## config.mk

```make
export PLATFORM = sky130hd
export DESIGN_NAME = sequenciador_movimento
export DESIGN_NICKNAME = d
export VERILOG_FILES = /design/src/rtl/sequenciador_movimento.sv
export SDC_FILE = /design/constraint.sdc
export NUM_CORES = 1
export LEC_CHECK = 0
export ABC_AREA = 1
export BUFFER_PORTS_ARGS = -buffer_cell sky130_fd_sc_hd__buf_2
export CORE_MARGIN = 2
export CORE_UTILIZATION = 60
export CTS_BUF_LIST = sky130_fd_sc_hd__clkbuf_16
export DETAILED_ROUTE_END_ITERATION = 7
export PLACE_DENSITY = 0.85
export SYNTH_ARGS = -nofsm -noshare
export SYNTH_HDL_FRONTEND = slang
export SYNTH_SLANG_ARGS = --single-unit
```

## constraint.sdc

```tcl
create_clock -name clockc3 -period 3.3 [get_ports clockc3]
set_clock_uncertainty 0.15 [all_clocks]
set_input_delay 0.165 -clock clockc3 [delete_from_list [all_inputs] [get_ports clockc3]]
set_output_delay 0.165 -clock clockc3 [all_outputs]
set_load 0.02 [all_outputs]
```

## src/rtl/sequenciador_movimento.sv

```systemverilog
// Command-level motion sequencer: turns the robot to a heading, then advances N cells, tracking (x, y).
// Latency: first girar or avancar pulse two cycles after accept; done/erro pulse one cycle before IDLE.
// Backpressure: cmd_ready is high only in IDLE; cmd_valid is ignored while a command is in progress.
module sequenciador_movimento #(
    parameter int STEP_W   = 4,
    parameter int POS_W    = 4,
    parameter int GRID_MAX = 15,
    parameter int SETTLE   = 2
) (
    input  logic              clockc3,
    input  logic              reset,
    input  logic              cmd_valid,
    output logic              cmd_ready,
    input  logic [2:0]        cmd_dir,
    input  logic [STEP_W-1:0] cmd_steps,
    input  logic [2:0]        orientacao,
    input  logic              obstaculo,
    input  logic              pos_clear,
    output logic              girar,
    output logic              avancar,
    output logic [POS_W-1:0]  pos_x,
    output logic [POS_W-1:0]  pos_y,
    output logic [STEP_W-1:0] steps_left,
    output logic              busy,
    output logic              done,
    output logic              erro,
    output logic [1:0]        err_code
);

    localparam logic [2:0] DIR_N = 3'b001;
    localparam logic [2:0] DIR_O = 3'b010;
    localparam logic [2:0] DIR_L = 3'b011;
    localparam logic [2:0] DIR_S = 3'b100;

    localparam logic [1:0] ERR_DIR     = 2'b01;
    localparam logic [1:0] ERR_TIMEOUT = 2'b10;
    localparam logic [1:0] ERR_BLOCKED = 2'b11;

    // Wait counter counts SETTLE-1 down to 0, so it only needs to hold SETTLE-1.
    localparam int             CW        = (SETTLE > 1) ? $clog2(SETTLE) : 1;
    localparam logic [CW-1:0]  WAIT_LOAD = CW'(SETTLE - 1);
    localparam logic [POS_W-1:0] POS_MAX = POS_W'(GRID_MAX);

    // Three turns always suffice; a fourth without a match means stuck feedback.
    localparam logic [2:0] MAX_TURNS = 3'd4;

    typedef enum logic [2:0] {
        S_IDLE,
        S_CHECK,
        S_TURN,
        S_SETTLE,
        S_MOVE,
        S_MOVE_WAIT,
        S_DONE,
        S_ERROR
    } state_t;

    state_t          state;
    logic [2:0]      target;
    logic [2:0]      turn_cnt;
    logic [CW-1:0]   wait_cnt;
    logic            blocked;

    function automatic logic dir_legal(input logic [2:0] d);
        return (d == DIR_N) || (d == DIR_O) || (d == DIR_L) || (d == DIR_S);
    endfunction

    assign cmd_ready = (state == S_IDLE);

    // Next advance is blocked by an obstacle or by the grid edge in the target heading.
    // It is evaluated in the cycle before MOVE so that avancar can be a registered pulse.
    always_comb begin
        blocked = obstaculo;
        case (target)
            DIR_N:   if (pos_y == POS_MAX)  blocked = 1'b1;
            DIR_S:   if (pos_y == '0)       blocked = 1'b1;
            DIR_L:   if (pos_x == POS_MAX)  blocked = 1'b1;
            DIR_O:   if (pos_x == '0)       blocked = 1'b1;
            default: blocked = 1'b1;
        endcase
    end

    // Command FSM with registered pulse outputs, position tracking and error reporting.
    always_ff @(posedge clockc3 or posedge reset) begin
        if (reset) begin
            state      <= S_IDLE;
            target     <= '0;
            turn_cnt   <= '0;
            wait_cnt   <= '0;
            girar      <= 1'b0;
            avancar    <= 1'b0;
            pos_x      <= '0;
            pos_y      <= '0;
            steps_left <= '0;
            busy       <= 1'b0;
            done       <= 1'b0;
            erro       <= 1'b0;
            err_code   <= 2'b00;
        end else begin
            girar   <= 1'b0;
            avancar <= 1'b0;
            done    <= 1'b0;
            erro    <= 1'b0;
            case (state)
                S_IDLE: begin
                    if (pos_clear) begin
                        pos_x <= '0;
                        pos_y <= '0;
                    end
                    if (cmd_valid) begin
                        target     <= cmd_dir;
                        steps_left <= cmd_steps;
                        turn_cnt   <= '0;
                        busy       <= 1'b1;
                        if (dir_legal(cmd_dir)) begin
                            err_code <= 2'b00;
                            state    <= S_CHECK;
                        end else begin
                            err_code <= ERR_DIR;
                            erro     <= 1'b1;
                            state    <= S_ERROR;
                        end
                    end
                end
                S_CHECK: begin
                    if (orientacao == target) begin
                        if (steps_left == '0) begin
                            done  <= 1'b1;
                            state <= S_DONE;
                        end else if (blocked) begin
                            err_code <= ERR_BLOCKED;
                            erro     <= 1'b1;
                            state    <= S_ERROR;
                        end else begin
                            avancar <= 1'b1;
                            state   <= S_MOVE;
                        end
                    end else if (turn_cnt == MAX_TURNS) begin
                        err_code <= ERR_TIMEOUT;
                        erro     <= 1'b1;
                        state    <= S_ERROR;
                    end else begin
                        girar    <= 1'b1;
                        turn_cnt <= turn_cnt + 3'd1;
                        state    <= S_TURN;
                    end
                end
                S_TURN: begin
                    wait_cnt <= WAIT_LOAD;
                    state    <= S_SETTLE;
                end
                S_SETTLE: begin
                    if (wait_cnt == '0) begin
                        state <= S_CHECK;
                    end else begin
                        wait_cnt <= wait_cnt - CW'(1);
                    end
                end
                S_MOVE: begin
                    case (target)
                        DIR_N:   pos_y <= pos_y + POS_W'(1);
                        DIR_S:   pos_y <= pos_y - POS_W'(1);
                        DIR_L:   pos_x <= pos_x + POS_W'(1);
                        DIR_O:   pos_x <= pos_x - POS_W'(1);
                        default: ;
                    endcase
                    steps_left <= steps_left - STEP_W'(1);
                    wait_cnt   <= WAIT_LOAD;
                    state      <= S_MOVE_WAIT;
                end
                S_MOVE_WAIT: begin
                    if (wait_cnt != '0) begin
                        wait_cnt <= wait_cnt - CW'(1);
                    end else if (steps_left == '0) begin
                        done  <= 1'b1;
                        state <= S_DONE;
                    end else if (blocked) begin
                        err_code <= ERR_BLOCKED;
                        erro     <= 1'b1;
                        state    <= S_ERROR;
                    end else begin
                        avancar <= 1'b1;
                        state   <= S_MOVE;
                    end
                end
                S_DONE: begin
                    busy  <= 1'b0;
                    state <= S_IDLE;
                end
                S_ERROR: begin
                    busy  <= 1'b0;
                    state <= S_IDLE;
                end
                default: begin
                    busy  <= 1'b0;
                    state <= S_IDLE;
                end
            endcase
        end
    end

endmodule

```

* Word-level counts from Yosys, hierarchy flattened
Index checks and enable logic that the tools add are counted.
** Storage, ports and cells
- Bits in registers :: 29
- Bits of input ports :: 15
- Logic and storage cells :: 128
** Cells by class
- Add/sub/neg operators :: 7
- Eq/ne operators :: 28
- Multiplexer cells :: 57
- Reductions and logical operators :: 23
** Operators by type and width (count)
- $pmux W4 S2 :: 5
- $mux W3 :: 10
- $mux W1 :: 24
- $eq A3 B3 Y1 const B :: 7
- $pmux W3 S7 :: 1
- $eq A3 B2 Y1 const B :: 6
- $mux W2 :: 7
- $logic_not A4 Y1 :: 3
- $sub A4 B1 Y4 const B :: 3
- $ne A2 B2 Y1 const B :: 5
- $eq A3 B1 Y1 const B :: 3
- $reduce_and A3 Y1 :: 3
- $add A4 B1 Y4 const B :: 2
- $eq A4 B4 Y1 const B :: 2
- $mux W4 :: 2
- $pmux W1 S2 :: 4
- $reduce_and A4 Y1 :: 2
- $reduce_bool A2 Y1 :: 4
- $ne A3 B3 Y1 const B :: 2
- $pmux W2 S3 :: 1
- $pmux W3 S2 :: 1
- $reduce_and A2 Y1 :: 3
- $reduce_or A2 Y1 :: 3
- $pmux W1 S4 :: 1
- 9 further kinds :: 11

* Longest topological paths before layout
- Depth in word-level cells :: 7
- Depth in mapped cells :: 13
- Gate-level depth less buffers :: 12

* Worst setup path before layout
OpenSTA, ideal clock, no wires.
- Path kind :: register -> register
- From :: register target[1]
- To :: register pos_x[3]
- Arrival :: 1.598 ns
- Data required time :: 3.055 ns
- Path slack :: 1.456 ns
- Stages on the path, launching flop included :: 11
- Buffers on the path :: 1
- Period minus slack after synthesis :: 1.844 ns
- Cells stage by stage :: dfrtp_1 -> buf_6 -> inv_1 -> nor2_4 -> nand2_4 -> inv_1 -> ha_1 -> a21oi_1 -> o21ai_0 -> xnor2_1 -> o31ai_1
** Between the ends
- Longest elaborated chain between the ends :: 3
- Elaborated cells between the ends (all ways) :: 6
** Ends and longest elaborated chain
- start: declaration :: line 59 : logic [2:0] target;
- start signal: assignment :: line 111 : target <= cmd_dir;
- $eq A3 B2 Y1 :: line 160 : case (target)
- $pmux W4 S2 / $ne A3 B1 Y1 (equally long branches)
- $pmux W4 S2 / $reduce_and A3 Y1 (equally long branches)
- end signal: assignment :: line 163 : DIR_L: pos_x <= pos_x + POS_W'(1);
- end signal: assignment :: line 164 : DIR_O: pos_x <= pos_x - POS_W'(1);
- end: declaration :: line 21 : output logic [POS_W-1:0] pos_x,
Parallel ways exist; a longest one is shown, timed or not.
A chain may end at the register's enable or synchronous reset.

* Final worst setup path
- From :: register state[1]
- To :: register steps_left[2]
** Between the ends
- Longest elaborated chain between the ends :: 3
- Elaborated cells between the ends (all ways) :: 6
** Ends and longest elaborated chain
- start: declaration :: line 58 : state_t state;
- start signal: assignment :: line 86 : state <= S_IDLE;
- start signal: assignment :: line 117 : state <= S_CHECK;
- start signal: assignment :: line 121 : state <= S_ERROR;
- $logic_not A3 Y1 / $eq A3 B3 Y1 (equally long branches) :: line 104 : case (state)
- $ne A2 B2 Y1 (no line) / $reduce_bool A2 Y1 (equally long branches)
- $reduce_and A2 Y1 (no line)
- end signal: assignment :: line 112 : steps_left <= cmd_steps;
- end signal: assignment :: line 167 : steps_left <= steps_left - STEP_W'(1);
- end: declaration :: line 23 : output logic [STEP_W-1:0] steps_left,
Parallel ways exist; a longest one is shown, timed or not.

==> summary.txt <==
Outcome
  – Failing checks: hold timing
  – Status: complete, but fails checks

Layout
  – Final nets: 329
  – Most common cell after layout, fill and taps aside: nand2_1
  – Register area: 725.7 um2
  – Area Growth Syn to Fin: 18.90%
  – Final instance area: 2330 um2
  – Most frequent cells in the layout: nand2_1 (57), inv_1 (51), buf_2 (34)
  – Antenna Cells: 0
  – Fraction of layout cells with a size suffix above 1: 0.2026
  – Multi-input logic area: 998.5 um2
  – Fillers: 235

Power and ir drop
  – PnR Total Power: 2.340 mW
  – PD cells: 1005 nW/um2
  – Maximum vdd drop: 0.5030 mV
  – LEAKAGE: 1.313 nW

Clock network
  – Clock-pin transition on the worst setup and hold timing paths: 0.05 ns
  – CTS tree: built
  – Sinks on Clock Net: 29
  – CTS buffer count: 5
  – Max H-tree Level: 2
  – Root Buffer Master: clkbuf_16
  – Clk Latency, worst-skew pair: 0.27 ns
  – Clock tree buffer depth: 2
  – Post_cts resized: 0

Synth
  – Top FF cell, synth: dfrtp_1
  – Post-synth ARST share: 1.000
  – Avg Inst Size Synth: 7.450 um2
  – Synth cell types: 33
  – Ranking of synthesized cells by area: dfrtp_1 (37%), nand2_1 (11%), inv_1 (9.8%)
  – Mapped Cells: 263
  – Sequential area share after synthesis: 0.3704
  – YS warnings: 0
  – Post-synthesis cell type with the largest combined area: dfrtp_1
  – Top cell type's share of synthesized area: 0.3704
  – Yosys reg bits: 29
  – Syn nets: 287
  – Post-synth EDFFs: 0
  – Post-Syn Area: 1959 um2

STA
  – Setup violations, final: 0
  – Max Transition Viols Final: 0
  – Highest clock rate: 0.4710 GHz
  – Hold Slack: -0.01096 ns
  – Hold Vio Cnt, Final: 13
  – Worst slew pin tran: 1.046 ns
  – Setup TNS: 0 ns
  – Rel. slew slack: 0.3019
  – Final worst path period need: 2.123 ns
  – Period utilization: 0.6434
  – RSZ-0062 raised after global routing: no

Floorplan
  – Cell Rows: 20
  – Ports: 35
  – Core area: 3078 um2
  – Die H: 61.15 um
  – Initial Util: 0.6366
  – Die area: 3739 um2
  – Die width: 61.15 um

Drt
  – Drt initial violations: 77
  – Total Routed Length: 4307 um
  – Final ANT Viol Nets: 0
  – Via Count: 1812
  – DRC violations left: 0
  – Vias per cell: 5.177
  – Initial DRT Pass Iterations: 4
  – WL/cell: 12.31 um

GRT
  – Total Routing Usage GR: 0.2565
  – Initial antenna violation count: 0
  – Vias in the first global route: 1633
  – GRT Residual Overflow: 0
  – Largest net degree at the start of global routing: 30
  – First-pass GRT wire length: 6975 um

Worst setup path
  – R2R setup slack: 1.18 ns
  – Critical Path Source Type: flop
  – CP max FO: 11
  – Worst R2R Start: state[1]$_DFFE_PP0P_
  – Setup CP Type: flop to flop
  – CP required: 3.30 ns
  – Arrival time of the worst setup path: 2.12 ns
  – Reg-to-reg critical path endpoint: steps_left[2]$_DFFE_PP0P_
  – FF-to-FF path depth: 8
  – Setup crit end kind: flop

Place
  – DP Area: 2152 um2
  – IO Port Bufs: 34
  – Placer Congestion: 0.8701
  – Post-DP HPWL: 3351 um

Job
  – Max Cap Violations: 0

Min path
  – Worst min path class: input port to async pin
-- power by group --
group / total, mW / internal, mW / leakage, nW / switching [mW]
Combinational: 1.25 / 0.438 / 0.876 / 0.815
Clock: 0.416 / 0.271 / 0.0687 / 0.145
Sequential: 0.672 / 0.503 / 0.368 / 0.169
-- state kept, by name, indices dropped and copies added (netlist names) --
signal	count
avancar	1
busy	1
done	1
err_code	2
erro	1
girar	1
pos_x	4
pos_y	4
state	3
steps_left	4
target	3
turn_cnt	3
wait_cnt	1
-- synth_stat cells (4+ instances only) --
library cell	number
nand2_2	4
o21ai_0	17
inv_1	51
nand2_1	57
dfrtp_1	29
xnor2_1	6
ha_1	7
a21oi_1	9
xor2_1	4
nor2_1	33
nand3_1	10
nand3_2	4
-- worst max path at each step --
stage	start	to	slack, ns	depth (start not counted)
after global placement	state[1]$_DFFE_PP0P_	steps_left[2]$_DFFE_PP0P_	1.27	8
after global routing	state[1]$_DFFE_PP0P_	steps_left[2]$_DFFE_PP0P_	0.97	8
after detailed placement	state[1]$_DFFE_PP0P_	steps_left[2]$_DFFE_PP0P_	1.19	8
after floorplan	target[1]$_DFFE_PP0P_	pos_x[3]$_DFFE_PP0P_	1.46	10
final	state[1]$_DFFE_PP0P_	steps_left[2]$_DFFE_PP0P_	1.18	8
after CTS	state[1]$_DFFE_PP0P_	steps_left[2]$_DFFE_PP0P_	1.17	8
-- logic make-up (layout without fill, tap and decap cells) --
| family | Yosys count | after routing | synth area share |
|---|---|---|---|
| AOI/OAI and AO/OA | 41 | 41 | 0.1277 |
| adders and majority gates | 9 | 9 | 0.06513 |
| DFF | 29 | 29 | 0.3704 |
| buffers and inverters | 57 | 100 | 0.1200 |
| xor gates and xnor gates | 10 | 10 | 0.04470 |
| and+or+nand+nor | 117 | 117 | 0.2720 |
-- stage by stage --
step	hold slack (ns)	std cells	worst slack [ns]	util
floorplan	0.09311	263	1.456	-
global placement	0.2404	338	1.265	0.6992
detailed placement	0.2366	338	1.192	0.6992
CTS	0.01518	350	1.174	0.7569
global route	0.01572	350	0.9733	0.7569
finish	-0.01096	350	1.177	0.7569
-- per-layer routing --
metal | global-route usage | wire (um) | vias to the layer above
met3 | 0.06723 | 252 | 2
li1 | - | - | 902
met2 | 0.4316 | 2137 | 61
met4 | 0.08385 | 12 | 0
met1 | 0.3213 | 1904 | 847
met5 | 0 | 0 | -
-- area by class of cell --
class                   count  area share
flip-flops and latches     29      0.3115
multi-input cells         177      0.4286
well taps                  44     0.02363
clock inverters             3    0.005371
clock buffers               5     0.05371
inverters                  54     0.08700
repair buffers             38     0.09023
-- critical path: stages (launching register included) --
cell	delay, ns
dfrtp_1	0.42
inv_1	0.13
nand2_4	0.09
nor2_4	0.14
inv_1	0.05
nor2_1	0.52
nor2_1	0.20
o21ai_0	0.20
o211ai_1	0.10
-- repair_timing --
action,4_1_cts,5_1_grt
setup buffers,0,0
hold endpoints to repair,4,0
hold buffers,4,0
setup endpoints to repair,0,0
Power figures use the tool's default switching activity.
